`src/rtl/scoreboard.sv`:
```
// Register scoreboard: tracks outstanding writes and in-flight count,
// gating issue on RAW/WAW hazards and flagging bad retires.
//
// Ports:
//   clk, rst               : clock, synchronous active-high reset
//   issue_req/rs1/rs2/rd   : candidate instruction from decode
//   issue_writes_rd        : candidate writes rd
//   issue_grant            : candidate accepted this cycle (comb)
//   retire_valid/_rd       : one instruction completes writeback
//   retire_writes_rd       : retiring instruction wrote a register
//   flush                  : discard all tracking
//   pending_mask           : per-register outstanding write flags
//   inflight_cnt           : issued-but-unretired count
//   full, empty            : count at MAX_INFLIGHT / zero
//   err                    : sticky protocol-violation flag
module scoreboard #(
  parameter int REG_CNT        = 32,
  parameter int REG_ADDR_WIDTH = $clog2(REG_CNT),
  parameter int MAX_INFLIGHT   = 4,
  localparam int CW            = $clog2(MAX_INFLIGHT + 1)
) (
  input  logic                      clk,
  input  logic                      rst,
  input  logic                      issue_req,
  input  logic [REG_ADDR_WIDTH-1:0] issue_rs1,
  input  logic [REG_ADDR_WIDTH-1:0] issue_rs2,
  input  logic [REG_ADDR_WIDTH-1:0] issue_rd,
  input  logic                      issue_writes_rd,
  output logic                      issue_grant,
  input  logic                      retire_valid,
  input  logic                      retire_writes_rd,
  input  logic [REG_ADDR_WIDTH-1:0] retire_rd,
  input  logic                      flush,
  output logic [REG_CNT-1:0]        pending_mask,
  output logic [CW-1:0]             inflight_cnt,
  output logic                      full,
  output logic                      empty,
  output logic                      err
);

  logic [REG_CNT-1:0] pend_q, pend_d;
  logic [CW-1:0]      cnt_q, cnt_d;
  logic               err_q, err_d;

  logic               hazard;
  logic               grant;
  logic               ret_bad;
  logic               ret_ok;
  logic [REG_CNT-1:0] one;

  assign one = {{(REG_CNT-1){1'b0}}, 1'b1};

  // Bit 0 is never set, so x0 sources/dest can never hazard.
  assign hazard = pend_q[issue_rs1]
                | pend_q[issue_rs2]
                | (issue_writes_rd & pend_q[issue_rd]);

  assign full  = (cnt_q == CW'(MAX_INFLIGHT));
  assign empty = (cnt_q == '0);

  // Decided on registered state only; a same-cycle retire
  // does not bypass into the hazard check.
  assign grant = issue_req & ~rst & ~flush & ~full & ~hazard;

  // A retire with nothing in flight, or of a register with no
  // outstanding write, is a protocol error and is dropped.
  assign ret_bad = retire_valid
                 & (empty
                    | (retire_writes_rd
                       & (retire_rd != '0)
                       & ~pend_q[retire_rd]));
  assign ret_ok  = retire_valid & ~ret_bad;

  always_comb begin
    pend_d = pend_q;
    cnt_d  = cnt_q;
    err_d  = err_q;
    if (flush) begin
      pend_d = '0;
      cnt_d  = '0;
    end else begin
      if (ret_ok && retire_writes_rd) begin
        pend_d = pend_d & ~(one << retire_rd);
      end
      if (grant && issue_writes_rd) begin
        pend_d = pend_d | (one << issue_rd);
      end
      if (grant && !ret_ok) begin
        cnt_d = cnt_q + CW'(1);
      end else if (ret_ok && !grant) begin
        cnt_d = cnt_q - CW'(1);
      end
      if (ret_bad) begin
        err_d = 1'b1;
      end
    end
    pend_d[0] = 1'b0;
  end

  always_ff @(posedge clk) begin
    if (rst) begin
      pend_q <= '0;
      cnt_q  <= '0;
      err_q  <= 1'b0;
    end else begin
      pend_q <= pend_d;
      cnt_q  <= cnt_d;
      err_q  <= err_d;
    end
  end

  assign issue_grant  = grant;
  assign pending_mask = pend_q;
  assign inflight_cnt = cnt_q;
  assign err          = err_q;

endmodule

```
`config.mk`:
```
export PLATFORM = sky130hd
export DESIGN_NAME = scoreboard
export DESIGN_NICKNAME = d
export VERILOG_FILES = /design/src/rtl/scoreboard.sv
export SDC_FILE = /design/constraint.sdc
export NUM_CORES = 1
export LEC_CHECK = 0
export ABC_CLOCK_PERIOD_IN_PS = 12590
export CORE_MARGIN = 2
export CORE_UTILIZATION = 55
export DETAILED_ROUTE_END_ITERATION = 6
export MAX_ROUTING_LAYER = met4
export PLACE_DENSITY = 0.87
export SYNTH_ARGS = -nofsm -noshare
export SYNTH_HDL_FRONTEND = slang
export SYNTH_SLANG_ARGS = --single-unit
```
`constraint.sdc`:
```
create_clock -name clk -period 12.59 [get_ports clk]
set_clock_uncertainty 0.15 [all_clocks]
set_input_delay 2.518 -clock clk [delete_from_list [all_inputs] [get_ports clk]]
set_output_delay 2.518 -clock clk [all_outputs]
set_load 0.01 [all_outputs]
```
==> results of run 1 <==
[power by group]
group | total (W) | internal (W) | leakage [nW] | switching, W
Clock | 0.0000904 | 0.0000499 | 0.0515 | 0.0000404
Combinational | 0.0000462 | 0.0000201 | 0.851 | 0.0000261
Sequential | 0.000112 | 0.000111 | 0.282 | 0.000000841
Total | 0.000249 | 0.000181 | 1.18 | 0.0000674
[critical path, stage by stage]
cell	delay, ns
clkdlybuf4s50_1	0.99
mux4_2	0.58
and3_1	0.18
o21ai_0	0.15
nand4_1	0.13
a2111oi_0	0.83
clkdlybuf4s50_1	0.70
[cell usage in the layout (no fill, tap or decap), types with 4 or more instances in the layout]
master / instances
nand2_1: 42
nor3b_1: 7
nand3_1: 6
clkbuf_8: 7
clkdlybuf4s50_1: 64
nor2_1: 13
mux2i_1: 13
and3_1: 5
o22ai_1: 7
o21ai_0: 31
nand4_1: 4
o31ai_1: 4
nor3_1: 4
nand3b_1: 5
mux2_2: 18
dfxtp_1: 35
o211ai_1: 31
mux4_2: 13
inv_1: 8
nor2b_1: 6
[metal layers]
layer | vias to the layer above | track usage | wire (um)
met5 | - | - | 0
met1 | 1416 | 0.466 | 3600
met3 | 35 | 0.0669 | 1080
met2 | 237 | 0.511 | 4390
met4 | 0 | 0.150 | 319
li1 | 1315 | - | -
[cell type report]
type,count,area share
inverters,8,0.00864
clock buffers,8,0.0288
well taps,67,0.0241
repair buffers,65,0.187
multi-input cells,251,0.550
flip-flops and latches,35,0.202
[worst paths after layout]
kind | startpoint | endpoint | slack, ns | depth (start not counted)
worst max-delay path | issue_rd[0] | issue_grant | 3.83 | 7
worst min-delay path | err$_SDFFE_PP0P_ | err$_SDFFE_PP0P_ | 0.41 | 2
worst max register to register | pending_mask[3]$_SDFF_PP0_ | inflight_cnt[2]$_SDFFE_PP0P_ | 8.72 | 11
worst min register to register | err$_SDFFE_PP0P_ | err$_SDFFE_PP0P_ | 0.41 | 2
[registers in the layout, summed over array words and instances (netlist names)]
name          count
inflight_cnt      3
err               1
pending_mask     31
[kinds of logic after synthesis]
logic type | count (synthesis)
AO/OA/AOI/OAI | 86
XOR/XNOR | 2
adder cells (fa/ha/maj) | 2
buffers and inverters | 35
flip-flops | 35
multiplexers | 47
other | 1
AND/OR/NAND/NOR | 113
[synthesized netlist by cell type, types with 2 or more instances]
cell       instances
a211oi_1           2
a21oi_1            2
a221oi_1           3
a22oi_1            2
and3_1             5
buf_1              2
buf_2              2
buf_4              3
buf_6              2
clkbuf_1          14
clkbuf_2           2
dfxtp_1           35
inv_1              8
mux2_2            18
mux2i_1           13
mux4_1             3
mux4_2            13
nand2_1           42
nand2b_1           3
nand3_1            6
nand3b_1           5
nand4_1            4
nor2_1            14
nor2b_1            6
nor3_1             4
nor3b_1            7
nor4_1             3
nor4b_1            3
o2111ai_1          2
o211ai_1          31
o21ai_0           31
o22ai_1            7
o31ai_1            4
or2_2              2
or3_1              3
or4_1              3
xor2_1             2
[through the flow]
| stage | hold slack, ns | area [um2] | setup WS [ns] |
|---|---|---|---|
| 6_report | 0.407 | 3470 | 3.83 |
| 5_1_grt | 0.437 | 3470 | 3.69 |
| 4_1_cts | 0.398 | 3470 | 3.89 |
| 3_5_place_dp | 0.388 | 3370 | 3.92 |
| 3_3_place_gp | 0.359 | 3370 | 3.97 |
| 2_1_floorplan | 0.368 | 2790 | 5.46 |
==> summary.md, run 1 <==
| Metric | Value |
|---|---|
| Minimum clock period | between 8 and 9 ns |
| Power per Cell Area | between 70 and 80 nW/um2 |
| Ys Warns | 0 |
| Grt ovf | 0 |
| Vias | between 3000 and 4000 |
| Clock Latency Late Sink | just under 0.3 ns |
| Final hold vios | 0 |
| Post-DRT Antenna Nets | 0 |
| CP Max Fanout | 18 |
| DP HPWL | 6.61 mm |
| Async S/R FF share, synth | 0 |
| Status | completed |
| Setup Viol. Count Final | 0 |
| # Post-CTS Setup Buffers | 0 |
| VDD IR-drop max | roughly 0.000074 V |
| Non-Filler Instances | around 430 |
| Number of synthesized flops with an enable pin | 0 |
| Final core area utilization | 0.721 |
| Startpoint types | input port |
| WL per Instance | 21.6 um |
| H-tree lvl count | 2 |
| Clk pin slew, worst setup/hold paths | 0.07 ns |
| Min-delay worst type | register to register |
| Final Wtd Congestion | 1.01 |
| Number of global-route vias before repair | ~2700 |
| CTS tree | yes |
| Nets | 395 |
| Reg area | 701 um2 |
| DR DRC count | 0 |
| Rel. slew slack | 0.390 |
| CORE AREA | around 4800 um2 |
| Final setup TNS | 0 ns |
| Post-Syn Nets | 350 |
| Ports | 66 |
| Area share of the largest cell type after synthesis | 0.251 |
| Final wirelength | around 9.4 mm |
| Cts repair resizes | 0 |
| XOR/XNOR Fraction of Synth Area | 0.00629 |
| Area of the multi-input gates | between 1500 and 2000 um2 |
| Clk buf depth | 2 |
| Num CTS Buffers | 5 |
| N_diodes | 0 |
| Synth Instances | approximately 320 |
| Worst Tran Pin Value | 0.891 ns |
| Die height | around 75 um |
| Flip-flop and latch count after synthesis | 35 |
| Worst path required time | 9.92 ns |
| Cells after DPL | about 430 |
| Root Driver | clkbuf_8 |
| Initial antenna violation count | 0 |
| Total chip power | about 0.00025 W |
| Row Count | 25 |
| I/O Buffers | 64 |
| Syn Std Cell Area | ~2800 um2 |
| Via density | 6.92 |
| Synth area leaders | dfxtp_1, mux4_2, o211ai_1 |
| Top FF cell, synth | dfxtp_1 |
| Max-Cap Viols | 0 |
| Die ar. | roughly 5700 um2 |
| DR iter-0 viols | between 300 and 400 |
| Final Max Tran Viols | 0 |
| WP data arrival | around 6.1 ns |
| GRT Total Usage | 0.347 |
| P&R area growth vs syn | 24.7% |
| First-pass GRT wire length | around 14 mm |
| RSZ-0062 raised after global routing | false |
| Layout cell share with drive strength beyond 1 | 0.120 |
| Starting density of the core | 0.578 |
| Drt pass-1 iters | 5 |
| Total clock sinks | 35 |
| Chip width | between 70 and 80 um |
| Critical path class | input port to output port |
| Synth area leader | dfxtp_1 |
| Pin count of the biggest net entering global routing | 34 |
| Avg Inst Size Synth | approximately 8.7 um2 |
| Mux contribution to synthesized area | 0.253 |
| Hold-fix buffers, CTS | 0 |
| Main combinational cell family by area after synthesis | multiplexers |
| Max frequency | 114 MHz |
| Leakage power | 1.18 nW |
| Final-layout fill cell count | between 300 and 400 |
| Crit path capture type | output port |
| Final period utilization | 0.696 |
| Compound-gate portion of the synthesized area | 0.202 |
| Synth Area in Adders | 0.0117 |
| Seq/Total Area, Yosys | 0.251 |
| Post-synthesis simple-gate area fraction | 0.211 |
| Netlist cell types | 47 |
No activity file was read; power rests on OpenSTA's default activity.
==> run 2: changes to the inputs <==
==> config.mk (replaced) <==
export PLATFORM = sky130hd
export DESIGN_NAME = scoreboard
export DESIGN_NICKNAME = d
export VERILOG_FILES = /design/src/rtl/scoreboard.sv
export SDC_FILE = /design/constraint.sdc
export NUM_CORES = 1
export LEC_CHECK = 0
export ABC_CLOCK_PERIOD_IN_PS = 7500
export CORE_MARGIN = 2
export CORE_UTILIZATION = 46
export DETAILED_ROUTE_END_ITERATION = 6
export MAX_ROUTING_LAYER = met4
export PLACE_DENSITY = 0.78
export SYNTH_ARGS = -nofsm -noshare
export SYNTH_HDL_FRONTEND = slang
export SYNTH_SLANG_ARGS = --single-unit
==> constraint.sdc (replaced) <==
create_clock -name clk -period 7.5 [get_ports clk]
set_clock_uncertainty 0.15 [all_clocks]
set_input_delay 1.5 -clock clk [delete_from_list [all_inputs] [get_ports clk]]
set_output_delay 1.5 -clock clk [all_outputs]
set_load 0.01 [all_outputs]
==> summary.md, run 2 (synthesized netlist as in run 1, its figures left out) <==
| Metric | Value |
|---|---|
| R2R setup slack | 3.73 ns |
| Power per Cell Area | roughly 130 nW/um2 |
| Starting density of the core | 0.473 |
| Layout cell share with drive strength beyond 1 | 0.123 |
| Worst path cell trace | clkdlybuf4s50_1 > mux4_2 > and3_1 > o21ai_0 > nand4_1 > a2111oi_0 > clkdlybuf4s50_1 |
| Cells after DPL | ~430 |
| Worst reg2reg startpoint | pending_mask[7]$_SDFF_PP0_ |
| Highest-delay cell along the critical path | clkdlybuf4s50_1 |
| Final Max Tran Viols | 0 |
| Leakage power | 1.20 nW |
| Pin count of the biggest net entering global routing | 35 |
| Commonest non-fill, non-tap cell in the layout | clkdlybuf4s50_1 |
| R2R Path End | inflight_cnt[2]$_SDFFE_PP0P_ |
| Worst path required time | 5.85 ns |
| WL per Instance | ~21 um |
| VDD IR-drop max | around 0.000065 V |
| DR iter-0 viols | roughly 330 |
| Crit path capture type | output port |
| WP data arrival | about 5 ns |
| Max incr delay on CP | roughly 0.95 ns |
| Switching Share | 0.256 |
| CTS tree | yes |
| Cts repair resizes | 0 |
| Critical path class | input port to output port |
| Final hold vios | 0 |
| Status | completed |
| Die ar. | roughly 6700 um2 |
| I/O Buffers | 64 |
| Post-DRT Antenna Nets | 0 |
| N_diodes | 0 |
| Worst hold slack | roughly 0.39 ns |
| Max reg flops | 31 |
| Setup Viol. Count Final | 0 |
| P&R area growth vs syn | 26.4% |
| Minimum clock period | around 6.7 ns |
| Via density | around 6.5 |
| Combinational share of power | 0.163 |
| Min-delay worst type | register to register |
| Final wirelength | ~9.3 mm |
| Cell internal pwr | between 0.0003 and 0.0004 W |
| CORE AREA | ~5900 um2 |
| Final setup TNS | 0 ns |
| Sw power | between 0.0001 and 0.00015 W |
| Final Wtd Congestion | about 0.91 |
| Sequential share of power | 0.397 |
| Number of global-route vias before repair | around 2800 |
| Die height | roughly 82 um |
| Total clock sinks | 35 |
| Commonest non-fill, non-tap cells in the layout | clkdlybuf4s50_1, nand2_1, dfxtp_1 |
| Routed wl met3 | 699 um |
| Chip width | 81.8 um |
| Met2 WL | ~4.4 mm |
| Clk pwr share | 0.441 |
| Worst Setup EP | issue_grant |
| Worst Tran Pin Value | around 0.94 ns |
| Max-Cap Viols | 0 |
| First-pass GRT wire length | between 10 and 15 mm |
| CP Max Fanout | 18 |
| Vias | ~2900 |
| Num CTS Buffers | 5 |
| Max frequency | about 150 MHz |
| Clk pin slew, worst setup/hold paths | 0.07 ns |
| Final core area utilization | 0.598 |
| Initial antenna violation count | 0 |
| Met1 Wirelength | 3.97 mm |
| Final-layout fill cell count | 523 |
| Clock Latency Late Sink | around 0.30 ns |
| Final instance area | ~3500 um2 |
| Most used cell, CP | clkdlybuf4s50_1 |
| RSZ-0062 raised after global routing | false |
| DR DRC count | 0 |
| Drt pass-1 iters | 6 |
| Grt ovf | 0 |
| Ports | 66 |
| DP HPWL | roughly 6.6 mm |
| Final period utilization | 0.888 |
| H-tree lvl count | 2 |
| GRT Total Usage | 0.296 |
| Row Count | 28 |
| # Post-CTS Setup Buffers | 0 |
| Rel. slew slack | 0.375 |
| Highest routed layer | met4 |
| Clk buf depth | 2 |
| Crit path from | issue_rd[0] |
| R2R cell count | 11 |
| Nets | around 400 |
| Non-Filler Instances | 442 |
| Area of placed instances | 3380 um2 |
| Startpoint types | input port |
| Root Driver | clkbuf_8 |
| Hold-fix buffers, CTS | 0 |
## run 2: how the worst min path moves through the flow
stage,slack [ns],end,from,depth (start not counted)
after global placement,0.37,inflight_cnt[2]$_SDFFE_PP0P_,inflight_cnt[2]$_SDFFE_PP0P_,2
after detailed placement,0.38,inflight_cnt[2]$_SDFFE_PP0P_,inflight_cnt[2]$_SDFFE_PP0P_,2
after floorplan,0.37,inflight_cnt[2]$_SDFFE_PP0P_,inflight_cnt[2]$_SDFFE_PP0P_,2
after CTS,0.39,inflight_cnt[2]$_SDFFE_PP0P_,inflight_cnt[2]$_SDFFE_PP0P_,2
after global routing,0.42,err$_SDFFE_PP0P_,err$_SDFFE_PP0P_,2
final,0.39,err$_SDFFE_PP0P_,err$_SDFFE_PP0P_,2
## run 2: routing by layer
metal | track usage | up-vias
li1 | - | 1314
met1 | 0.392 | 1375
met2 | 0.445 | 152
met3 | 0.0473 | 27
met4 | 0.135 | 0
met5 | - | -
## run 2: cell type report
cell class | instances | area (um2) | share of cell area
sequential | 35 | 701 | 0.199
multi-input combinational | 251 | 1910 | 0.543
tap | 75 | 93.8 | 0.0267
inverter | 8 | 30.0 | 0.00853
timing repair buffer | 65 | 648 | 0.184
clock buffer | 5 | 68.8 | 0.0195
clock inverter | 3 | 67.6 | 0.0192
## run 2: worst max-delay path: cells and delay by family
kind,cells,cell delay (ns)
buf+inv,2,1.65
compound gates,2,0.97
mux,1,0.58
simple gates,2,0.30
## run 2: per-stage QoR
stage | worst slack (ns) | power [W]
after CTS | 0.832 | 0.000475
after detailed placement | 0.862 | 0.000268
after global routing | 0.712 | 0.000489
after floorplan | 2.41 | 0.000240
after global placement | 0.869 | 0.000267
final | 0.843 | 0.000474
## run 2: power groups by stage
stage	combinational [W]	sequential [W]	clock (W)
4_1_cts	0.0000758	0.000188	0.000211
5_1_grt	0.0000821	0.000188	0.000218
3_3_place_gp	0.0000745	0.000192	0
6_report	0.0000772	0.000188	0.000209
3_5_place_dp	0.0000754	0.000192	0
2_1_floorplan	0.0000469	0.000193	0
